===== src/rtl/booth_pkg.sv =====
// rtl/booth_pkg.sv - shared types and constants for the Booth issue/collect stage
package booth_pkg;

    localparam int OPW             = 8;
    localparam int PW              = 16;
    localparam int MUL_LATENCY_DEF = 10;

    typedef enum logic [1:0] {
        IDLE  = 2'd0,
        RUN   = 2'd1,
        STALL = 2'd2
    } state_e;

    typedef struct packed {
        logic [OPW-1:0] m;
        logic [OPW-1:0] q;
    } operand_t;

endpackage


===== src/rtl/booth_operand_fifo.sv =====
// rtl/booth_operand_fifo.sv - circular {m,q} operand buffer with occupancy count
module booth_operand_fifo
    import booth_pkg::*;
#(
    parameter int DEPTH = 2
) (
    input  logic     clk_i,
    input  logic     rst_i,
    input  logic     push_i,
    input  operand_t push_data_i,
    input  logic     pop_i,
    output operand_t pop_data_o,
    output logic     full_o,
    output logic     empty_o
);

    localparam int AW = $clog2(DEPTH);
    localparam int CW = AW + 1;

    operand_t      mem_q [DEPTH];
    logic [AW-1:0] wr_ptr_q;
    logic [AW-1:0] rd_ptr_q;
    logic [CW-1:0] count_q;
    logic          do_push;
    logic          do_pop;

    // Full excludes a same-cycle pop so the ready path depends on the count only.
    assign full_o     = (count_q == CW'(DEPTH));
    assign empty_o    = (count_q == '0);
    assign do_push    = push_i && !full_o;
    assign do_pop     = pop_i && !empty_o;
    assign pop_data_o = mem_q[rd_ptr_q];

    // Storage array needs no reset: only entries counted as occupied are ever read.
    always_ff @(posedge clk_i) begin
        if (do_push) begin
            mem_q[wr_ptr_q] <= push_data_i;
        end
    end

    // Pointers wrap naturally because the depth is a power of two.
    always_ff @(posedge clk_i) begin
        if (rst_i) begin
            wr_ptr_q <= '0;
            rd_ptr_q <= '0;
            count_q  <= '0;
        end else begin
            if (do_push) begin
                wr_ptr_q <= wr_ptr_q + AW'(1);
            end
            if (do_pop) begin
                rd_ptr_q <= rd_ptr_q + AW'(1);
            end
            if (do_push && !do_pop) begin
                count_q <= count_q + CW'(1);
            end else if (do_pop && !do_push) begin
                count_q <= count_q - CW'(1);
            end
        end
    end

endmodule


===== src/rtl/booth_issue_ctrl.sv =====
// rtl/booth_issue_ctrl.sv - launches the Booth multiplier and streams out its products
module booth_issue_ctrl
    import booth_pkg::*;
#(
    parameter int FIFO_DEPTH  = 2,
    parameter int MUL_LATENCY = MUL_LATENCY_DEF
) (
    input  logic           clk_i,
    input  logic           rst_i,
    input  logic           in_valid_i,
    output logic           in_ready_o,
    input  logic [OPW-1:0] in_m_i,
    input  logic [OPW-1:0] in_q_i,
    output logic           out_valid_o,
    input  logic           out_ready_i,
    output logic [PW-1:0]  out_p_o,
    output logic           mul_start_o,
    output logic [OPW-1:0] mul_m_o,
    output logic [OPW-1:0] mul_q_o,
    input  logic [PW-1:0]  mul_out_i
);

    localparam int CNTW = $clog2(MUL_LATENCY + 1);

    state_e         state_q, state_d;
    logic [CNTW-1:0] cnt_q, cnt_d;
    logic           mul_start_q;
    logic [OPW-1:0] mul_m_q;
    logic [OPW-1:0] mul_q_q;
    logic           out_valid_q;
    logic [PW-1:0]  out_p_q;

    operand_t fifo_in;
    operand_t fifo_head;
    logic     fifo_full;
    logic     fifo_empty;
    logic     launch;
    logic     at_latency;
    logic     out_free;
    logic     capture;

    assign fifo_in = '{m: in_m_i, q: in_q_i};

    booth_operand_fifo #(
        .DEPTH (FIFO_DEPTH)
    ) u_fifo (
        .clk_i       (clk_i),
        .rst_i       (rst_i),
        .push_i      (in_valid_i),
        .push_data_i (fifo_in),
        .pop_i       (launch),
        .pop_data_o  (fifo_head),
        .full_o      (fifo_full),
        .empty_o     (fifo_empty)
    );

    assign in_ready_o = !fifo_full;

    // Capture only happens after a launch, so stale multiplier output after reset is never presented.
    assign launch     = (state_q == IDLE) && !fifo_empty;
    assign at_latency = (cnt_q == CNTW'(MUL_LATENCY));
    assign out_free   = !out_valid_q || out_ready_i;
    assign capture    = ((state_q == RUN) && at_latency && out_free)
                     || ((state_q == STALL) && out_ready_i);

    // Sequencing: launch, count the multiplier latency, then capture or wait for the consumer.
    always_comb begin
        state_d = state_q;
        cnt_d   = cnt_q;
        case (state_q)
            IDLE: begin
                if (!fifo_empty) begin
                    state_d = RUN;
                    cnt_d   = '0;
                end
            end
            RUN: begin
                cnt_d = cnt_q + CNTW'(1);
                if (at_latency) begin
                    state_d = out_free ? IDLE : STALL;
                end
            end
            STALL: begin
                if (out_ready_i) begin
                    state_d = IDLE;
                end
            end
            default: begin
                state_d = IDLE;
                cnt_d   = '0;
            end
        endcase
    end

    // State and latency counter registers.
    always_ff @(posedge clk_i) begin
        if (rst_i) begin
            state_q <= IDLE;
            cnt_q   <= '0;
        end else begin
            state_q <= state_d;
            cnt_q   <= cnt_d;
        end
    end

    // One-cycle start pulse; operands stay put until the next launch.
    always_ff @(posedge clk_i) begin
        if (rst_i) begin
            mul_start_q <= 1'b0;
            mul_m_q     <= '0;
            mul_q_q     <= '0;
        end else begin
            mul_start_q <= launch;
            if (launch) begin
                mul_m_q <= fifo_head.m;
                mul_q_q <= fifo_head.q;
            end
        end
    end

    // Output holding register; a capture on the accept edge keeps valid high.
    always_ff @(posedge clk_i) begin
        if (rst_i) begin
            out_valid_q <= 1'b0;
            out_p_q     <= '0;
        end else if (capture) begin
            out_valid_q <= 1'b1;
            out_p_q     <= mul_out_i;
        end else if (out_ready_i) begin
            out_valid_q <= 1'b0;
        end
    end

    assign out_valid_o = out_valid_q;
    assign out_p_o     = out_p_q;
    assign mul_start_o = mul_start_q;
    assign mul_m_o     = mul_m_q;
    assign mul_q_o     = mul_q_q;

endmodule

===== config.mk =====
export PLATFORM = sky130hd
export DESIGN_NAME = booth_issue_ctrl
export DESIGN_NICKNAME = d
export VERILOG_FILES = /design/src/rtl/booth_pkg.sv /design/src/rtl/booth_operand_fifo.sv /design/src/rtl/booth_issue_ctrl.sv
export SDC_FILE = /design/constraint.sdc
export NUM_CORES = 1
export LEC_CHECK = 0
export ABC_AREA = 1
export CELL_PAD_IN_SITES_DETAIL_PLACEMENT = 1
export CELL_PAD_IN_SITES_GLOBAL_PLACEMENT = 1
export CORE_ASPECT_RATIO = 2
export CORE_MARGIN = 3
export CORE_UTILIZATION = 33
export DETAILED_ROUTE_END_ITERATION = 8
export PLACE_DENSITY_LB_ADDON = 0.08
export SKIP_LAST_GASP = 1
export SLEW_MARGIN = 25
export SYNTH_ARGS = -nofsm -noshare
export SYNTH_HDL_FRONTEND = slang
export SYNTH_SLANG_ARGS = --single-unit

===== constraint.sdc =====
create_clock -name clk_i -period 1.5 [get_ports clk_i]
set_input_delay 0.225 -clock clk_i [delete_from_list [all_inputs] [get_ports clk_i]]
set_output_delay 0.225 -clock clk_i [all_outputs]
set_load 0.02 [all_outputs]

==> results of run 1 <==
placed cells by master, fill, tap and decap left out:
cell,instances
sky130_fd_sc_hd__dfxtp_1,44
sky130_fd_sc_hd__a21oi_1,23
sky130_fd_sc_hd__dlygate4sd2_1,24
sky130_fd_sc_hd__clkinv_1,2
sky130_fd_sc_hd__nand4_1,1
sky130_fd_sc_hd__bufinv_16,2
sky130_fd_sc_hd__clkinvlp_4,1
sky130_fd_sc_hd__nor2_1,58
sky130_fd_sc_hd__dlymetal6s2s_1,10
sky130_fd_sc_hd__clkbuf_1,1
sky130_fd_sc_hd__o21ai_1,4
sky130_fd_sc_hd__buf_12,5
sky130_fd_sc_hd__inv_4,1
sky130_fd_sc_hd__clkinv_2,1
sky130_fd_sc_hd__or2_2,1
sky130_fd_sc_hd__buf_4,13
sky130_fd_sc_hd__clkbuf_16,9
sky130_fd_sc_hd__inv_1,25
sky130_fd_sc_hd__buf_6,1
sky130_fd_sc_hd__nand3_2,1
sky130_fd_sc_hd__edfxtp_1,32
sky130_fd_sc_hd__nor2_2,3
sky130_fd_sc_hd__a21oi_2,2
sky130_fd_sc_hd__ha_4,1
sky130_fd_sc_hd__ha_1,2
sky130_fd_sc_hd__o21ai_0,18
sky130_fd_sc_hd__xor2_1,1
sky130_fd_sc_hd__clkdlybuf4s50_1,36
sky130_fd_sc_hd__inv_2,4
sky130_fd_sc_hd__nand3_4,1
sky130_fd_sc_hd__nor2_4,1
sky130_fd_sc_hd__nand2_1,77
sky130_fd_sc_hd__nand3_1,23
sequential cells by signal, summed over array words and instances (netlist names):
| register | count |
|---|---|
| cnt_q | 4 |
| mul_start_o | 1 |
| u_fifo.rd_ptr_q | 1 |
| out_valid_o | 1 |
| mul_m_o | 8 |
| mul_q_o | 8 |
| u_fifo.wr_ptr_q | 1 |
| u_fifo.mem_q | 32 |
| state_q | 2 |
| u_fifo.count_q | 2 |
| out_p_o | 16 |
per-stage QoR:
stage / util [%] / power (W) / setup slack [ns] / instances
global route: 48.92 / 0.007987 / -0.08640 / 528
global placement: 44.98 / 0.005257 / -0.04292 / 510
CTS: 48.16 / 0.007486 / 0.001731 / 526
detailed placement: 44.98 / 0.005338 / -0.1256 / 510
finish: 48.92 / 0.007436 / 0.05474 / 528
floorplan: - / 0.004251 / -0.07772 / 339
final cells by class:
cell class | count | area [µm²] | area share, %
multi-input cells | 217 | 993.5 | 23.16
clock inverters | 6 | 80.08 | 1.867
flip-flops and latches | 76 | 1842 | 42.94
clock buffers | 10 | 229.0 | 5.338
repair buffers | 89 | 904.6 | 21.09
inverters | 30 | 115.1 | 2.684
well taps | 100 | 125.1 | 2.917
final timing paths:
path	end	depth (start not counted)	slack, ns
worst max-delay path	mul_start_o	1	0.05
worst min register to register	mul_m_o[5]	2	0.47
worst min-delay path	mul_m_o[5]	2	0.47
worst max register to register	u_fifo.count_q[1]	9	0.12
cells by family (layout without fill, tap and decap cells):
| kind of cell | after synthesis | count (layout) |
|---|---|---|
| flip-flops | 76 | 76 |
| adder cells (fa/ha/maj) | 3 | 3 |
| AND/OR/NAND/NOR | 166 | 166 |
| XOR/XNOR | 1 | 1 |
| buffers and inverters | 46 | 135 |
| AO/OA/AOI/OAI | 47 | 47 |
tightest hold or removal path: cells and delay by family, from the launching register on:
| kind | cells | cell delay, ns |
|---|---|---|
| flip-flops | 1 | 0.32 |
| AND/OR/NAND/NOR | 2 | 0.13 |
report_power, final:
group | internal (W) | leakage [nW] | switching, W
Clock | 0.00144 | 0.148 | 0.000777
Sequential | 0.00260 | 0.659 | 0.000180
Combinational | 0.000981 | 1.25 | 0.00145
cells in the mapped netlist (all sizes together):
cell type	count	area share, %
nand2	77	9.6
inv	30	3.7
or2	1	0.21
clkbuf	1	0.12
xor2	1	0.29
edfxtp	32	32
nand4	1	0.21
nor2	62	8.0
nand3	25	4.7
ha	3	1.2
buf	15	3.0
dfxtp	44	29
a21oi	25	4.1
o21ai	22	3.7
timing repair:
action                                  in CTS  in global routing
buffers inserted                             0                  2
resized for setup                           25                 19
endpoints found under the setup margin      25                 32
gates cloned                                 0                  0
endpoints found under the hold margin        0                  0
per-layer routing:
layer  part of all wire, %  vias to the layer above
li1                      -                     1262
met1                    37                     1154
met2                    56                       52
met3                   5.1                        9
met4                   1.6                        0
met5                     0                        -
==> results list, run 1 <==
- The path class of the tightest hold or removal check is flip-flop to flip-flop.
* Achievable Freq: 691.9 MHz
* Post-synthesis cell count: 339
- The worst setup path is launched from a flip-flop.
- Clock tree from TritonCTS: yes
- Sequential elements use 61.05% of the synthesized area.
- Antenna fix cells: 0
- Effective utilization at floorplan: 34.40%
- The die covers 10,390 µm².
- The critical path is of the flip-flop to output pin type.
* Antenna Nets Post-Route: 0
* Per-cell routed wire length: 13.52 µm
- In the final timing run, aggregate negative setup slack is 0 ns.
- Count of yosys warnings during synthesis: 0
- Maximum number of pins on one net before global-route repair: 39
- Overflow left after global routing: 0
- GR Util All Layers: 14.73%
* Reg clk slew, reported paths: 0.06 ns
- Walking the worst path, the cells encountered are clkdlybuf4s50_1.
* # fillers: 1,023
* Static Leakage: 2.055 nW
- Die extent in y: ~140 µm
* Dominant combinational cell family by area after synthesis: simple AND/OR/NAND/NOR gates
- The initial antenna violation count came to 0.
- MaxCap Viol Count: 0
* Unrepaired setup endpoints after global routing: true
- Largest buffer count on any clock path: 2
- The first routing iteration left about 90 violations.
- Critical path launch point: mul_start_o
- Synthesized area: 3017 µm²
* Fraction of final layout cells with drive strength greater than 1: 10.98%
* P per Cell Area: 1734 nW/µm²
* Later-pin clock latency in the skew report: around 0.33 ns
- Endpoint type of the worst setup path: output pin
- Root Buffer Master: sky130_fd_sc_hd__clkbuf_16
- Cell area after layout: ~4300 µm²
- In this run the worst path has a maximum fanout of 1.
* CP max-delay cell: sky130_fd_sc_hd__clkdlybuf4s50_1
- Number of clock buffers inserted by TritonCTS: 9
- Met1 track demand over resource: 14.09%
* Worst VDD drop: 956.1 µV
- Dividing the detail-routed via count by the number of cells gives 4.691.
* Multiplexer area fraction after synthesis: 0%
- STA puts the critical path data arrival time at 1.22 ns.
- Synth Area in Compound Gates: just under 8%
- The synthesized design contains 76 register bits.
- In this run the critical register-to-register path is launched from u_fifo.count_q[1].
- Via count of the first global-routing pass: 2,578
* Max-slew violation count: 0
- Hold Crit Start: mul_m_o[5]
- For met2 alone, demand over resource in global routing was approximately 28%.
- Simple-Gate Fraction of Synth Area: between 20% and 30%
- The number of hold-slack violations in the final timing report is 0.
- The floorplan has 48 rows.
* # H-tree levels: 3
* Die Span X: 73.61 µm
* Cell family with most CP delay: buffers and inverters
* Final setup viols: 0
- Syn nets: 378
- At the end of routability-driven placement, the weighted congestion stood at slightly above 0.7.
* Area share of xor/xnor cells in the synthesized design: less than 1%
* Hold Slack: 0.4749 ns
- Data on the critical path is required at its endpoint by 1.27 ns.
* GR Layer Usage met3: 4.069%
- Wire length reported by the detailed router: 7.137 mm
- CTS Hold Bufs: 0
- After the last flow step, the layout net total stands at 462.
* Post-synth cell types: 22
- CTS sink count: 76
* Global-route layer with the greatest usage: met2
- Via count: 2,477
- Post-Route Skew: ~0.0062 ns
- The region available for standard cell placement spans 8768 µm².
- The first detailed-routing pass took 4 iterations.
* Number of remaining DRC errors: 0
- The first global-routing pass estimated 11.77 mm of wire.
* Slew of the pin with the lowest slew margin: 0.3114 ns
* Adder-cell area share of the yosys netlist: 1.244%
- In this run the tool buffered the top-level ports with 70 buffer cells.
- Summing all placed instances gives a cell area of 3944 µm².
- I/O pin total: 71
* Post-DP HPWL: ~5.0 mm
- Of the available clock period, the critical path in the final layout requires between 90% and 100%.
* Max stage delay on crit path: 0.59 ns
* Area Overhead vs Synth: 42.18%
- Buf+Inv Stages, Crit Path: 1
- Crit path time final: 1.445 ns
- After synthesis, the mean cell area works out to 8.899 µm².
* Run status: completed
- Headroom to the max-slew limit came out at 79.24%.
No activity file was read; power rests on OpenSTA's default activity.
==> run 2, diff against run 1 <==
CORE_UTILIZATION = 34   (was 33)
CTS_BUF_LIST = sky130_fd_sc_hd__clkbuf_8   (was unset)
==> run 2 against run 1 <==
Net effect: clock power shrank 42%; non-clock buffer count fell by 3; sequential power is essentially flat; global-route usage is 0.34 points lower; via count decreased by 2.5%; critical endpoint is now in_ready_o; cell count shrank 0.57%; critical path type unchanged.
==> results list, run 2 (synthesis results as in run 1) <==
- Root Buffer Master: sky130_fd_sc_hd__clkbuf_8
- The clock tree skew after final layout is 0.01138 ns (+0.005177 ns).
- Static Leakage: 1.849 nW (-10%)
- Area of the core region: 8648 µm² (-1.4%)
- Wire length of the first global-routing pass: 11.31 mm (-3.9%)
- Broken down by cell family, the worst path's largest delay share belongs to buffers and inverters.
- The max-slew violation total from the final report is 0 (unchanged).
- Maximum number of pins on one net before global-route repair: 39 (unchanged)
* Slew of the pin with the lowest slew margin: 0.3030 ns (-0.008386 ns)
- The count of buffers added by post-CTS timing repair for setup was 0 (unchanged).
- The final setup slack of the worst path was 0.06623 ns (+0.01150 ns).
- Sequential cell area: 1846 µm² (+0.20%)
- The flip-flop count of the largest register after layout was 32 (unchanged).
- The flow ran to the end, and the final reports show no timing, DRC or antenna violations.
- The slowest stage of the critical path is the sky130_fd_sc_hd__dfxtp_2 cell.
* MaxCap Viol Count: 0 (unchanged)
- The number of buffers inserted by hold repair at cts is 0 (unchanged).
- Sequential cell fraction of total power: 44.3% (+6.9 points)
- The initial antenna violation count is 0 (unchanged).
- Required @ worst endpoint: 1.27 ns (about the same)
* First-pass DRT Iterations: 4 (unchanged)
- CTS sink count: 76 (unchanged)
- Compared with the post-synthesis result, the final layout area differs by 34.47%.
- Total Die Area: 10,110 µm² (-2.8%)
- Via count: 2,415 (-2.5%)
* Critical-path maximum fanout: 5 (+4)
- Fraction of power consumed by the clock network: 20.4% (-9.4 points)
- The total power of the final layout came to 0.006287 W (-15%).
* Later-pin clock latency in the skew report: 0.35 ns (+0.02 ns)
- The global-route total usage across every layer came to 14.39% (-0.34 points).
* Clock tree from TritonCTS: yes
- The end-of-flow core utilization is 46.90% (-2.0 points).
* Overflow left after global routing: 0 (unchanged)
- Count of input and output buffers: 70 (unchanged)
- The worst slew margin relative to its limit came to 79.80% (+0.56 points).
- Total number of nets in the final design: 459 (-0.65%)
- The number of remaining DRC errors was 0 (unchanged).
* Post-place setup slack: -0.1048 ns (+0.02079 ns)
- Register with the most flip-flops: u_fifo.mem_q
- The via density per instance is 4.600 (-1.9%).
* # fillers: 1,042 (+1.9%)
- The clock buffer count from CTS came to 9 (unchanged).
- Element type at the critical path start: flip-flop
* Largest buffer count on any clock path: 2 (unchanged)
- The total inserted antenna cells was 0 (unchanged).
- Die extent in y: 139.2 µm (-1.4%)
* Endpoint type of the worst setup path: output pin
- The power density over the cells came to 1550 nW/µm² (-11%).
- Post-route clock period utilization: 95.58% (-0.77 points)
- The H-tree level count was 3 (unchanged).
* Pint: 0.004038 W (-20%)
- The site row count is 48 (unchanged).
- The signal arrival time at the worst endpoint was 1.21 ns (about the same).
- The fraction of layout cells with a size suffix above 1 came to 10.35% (-0.63 points).
* CP cell instances: inv_2 -> nand2_1 -> dlygate4sd2_1
* Number of hold violations in the final report: 0 (unchanged)
- Top library cells by usage in the layout, fill and taps aside: sky130_fd_sc_hd__nand2_1 (76), sky130_fd_sc_hd__nor2_1 (58), sky130_fd_sc_hd__dfxtp_1 (41)
- I/O pin total: 71 (unchanged)
- The highest clock frequency the design can meet was 697.5 MHz (+0.80%).
* Most frequent standard cell in the layout excluding fill and tap cells: sky130_fd_sc_hd__nand2_1
- The number of nets still failing antenna checks after routing is 0 (unchanged).
- The half-perimeter wire length after detailed placement was 4.939 mm (-0.31%).
- The peak supply drop came to 797.9 µV (-17%).
* Buf+Inv Stages, Crit Path: 2 (+1)
- Net switching fraction of the power: 35.77% (+3.4 points)
- Die Span X: 72.61 µm (-1.4%)
- Drt initial violations: 69 (-25%)
- Unrepaired setup endpoints after global routing: true
- The via count of the first global-routing pass is 2,503 (-2.9%).
- Max stage delay on crit path: 0.35 ns (-0.24 ns)
- The average wire per standard cell is 12.74 µm (-5.8%).
* Type of the worst setup path: flip-flop to output pin
- Share of power burned in combinational logic: 35.3% (+2.6 points)
- Switching component of the power: 0.002249 W (-6.7%)
* Combined area of the multi-input logic cells: 975.9 µm² (-1.8%)
- Wire length reported by the detailed router: 6.688 mm (-6.3%)
* Hold Path Class: input port to flip-flop
- Crit path time final: 1.434 ns (-0.01150 ns)
- The initial standard-cell utilization of the core came to 34.88% (+0.48 points).
* Routability congestion estimate from global placement: 0.7412 (+4.4%)
- The clock-pin slew reported for the worst setup and hold paths after clock tree synthesis was 0.08 ns (+0.02 ns).
- The worst hold slack was 0.4602 ns (-0.01472 ns).
- Final sum of negative setup slack: 0 ns (unchanged)
- R2r setup slk: 0.10 ns (-0.02 ns)
- The final number of setup-violating endpoints is 0 (unchanged).
-- run 2: path summary, 6_finish.rpt --
path                           from                  end  depth (start not counted)
hold reg to reg          mul_m_o[0]           mul_m_o[0]                          2
hold / removal            in_m_i[3]  u_fifo.mem_q[0][11]                          1
setup / recovery  u_fifo.count_q[0]           in_ready_o                          3
setup reg to reg  u_fifo.count_q[0]    u_fifo.count_q[1]                         10
-- run 2: area by class of cell --
| cell class | count | area share, % |
|---|---|---|
| Sequential cell | 76 | 45.50 |
| Clock buffer | 9 | 3.054 |
| Timing Repair Buffer | 86 | 20.70 |
| Inverter | 30 | 2.776 |
| Clock inverter | 7 | 0.8328 |
| Tap cell | 100 | 3.085 |
| Multi-Input combinational cell | 217 | 24.06 |
-- run 2: what timing repair did --
item                       4_1_cts  5_1_grt
gates resized for setup         36        6
gates cloned                     0        0
setup endpoints to repair       36        5
-- run 2: layer usage --
| layer | GRT usage, % | part of all wire, % |
|---|---|---|
| met1 | 14.26 | 37 |
| met5 | 0 | 0 |
| met3 | 3.905 | 4.8 |
| met4 | 6.128 | 1.7 |
| met2 | 26.79 | 57 |
-- run 2: power groups by stage --
stage / sequential (W) / combinational [W] / clock [W]
global placement: 0.00283 / 0.00239 / 0
floorplan: 0.00310 / 0.00115 / 0
CTS: 0.00279 / 0.00228 / 0.00136
detailed placement: 0.00284 / 0.00244 / 0
finish: 0.00279 / 0.00222 / 0.00128
global route: 0.00284 / 0.00254 / 0.00146
-- run 2: per-stage QoR --
stage | cell area [µm²] | instances
after CTS | 4050 | 525
after global routing | 4056 | 525
after detailed placement | 3936 | 509
final | 4056 | 525
after global placement | 3936 | 509
after floorplan | 3022 | 339
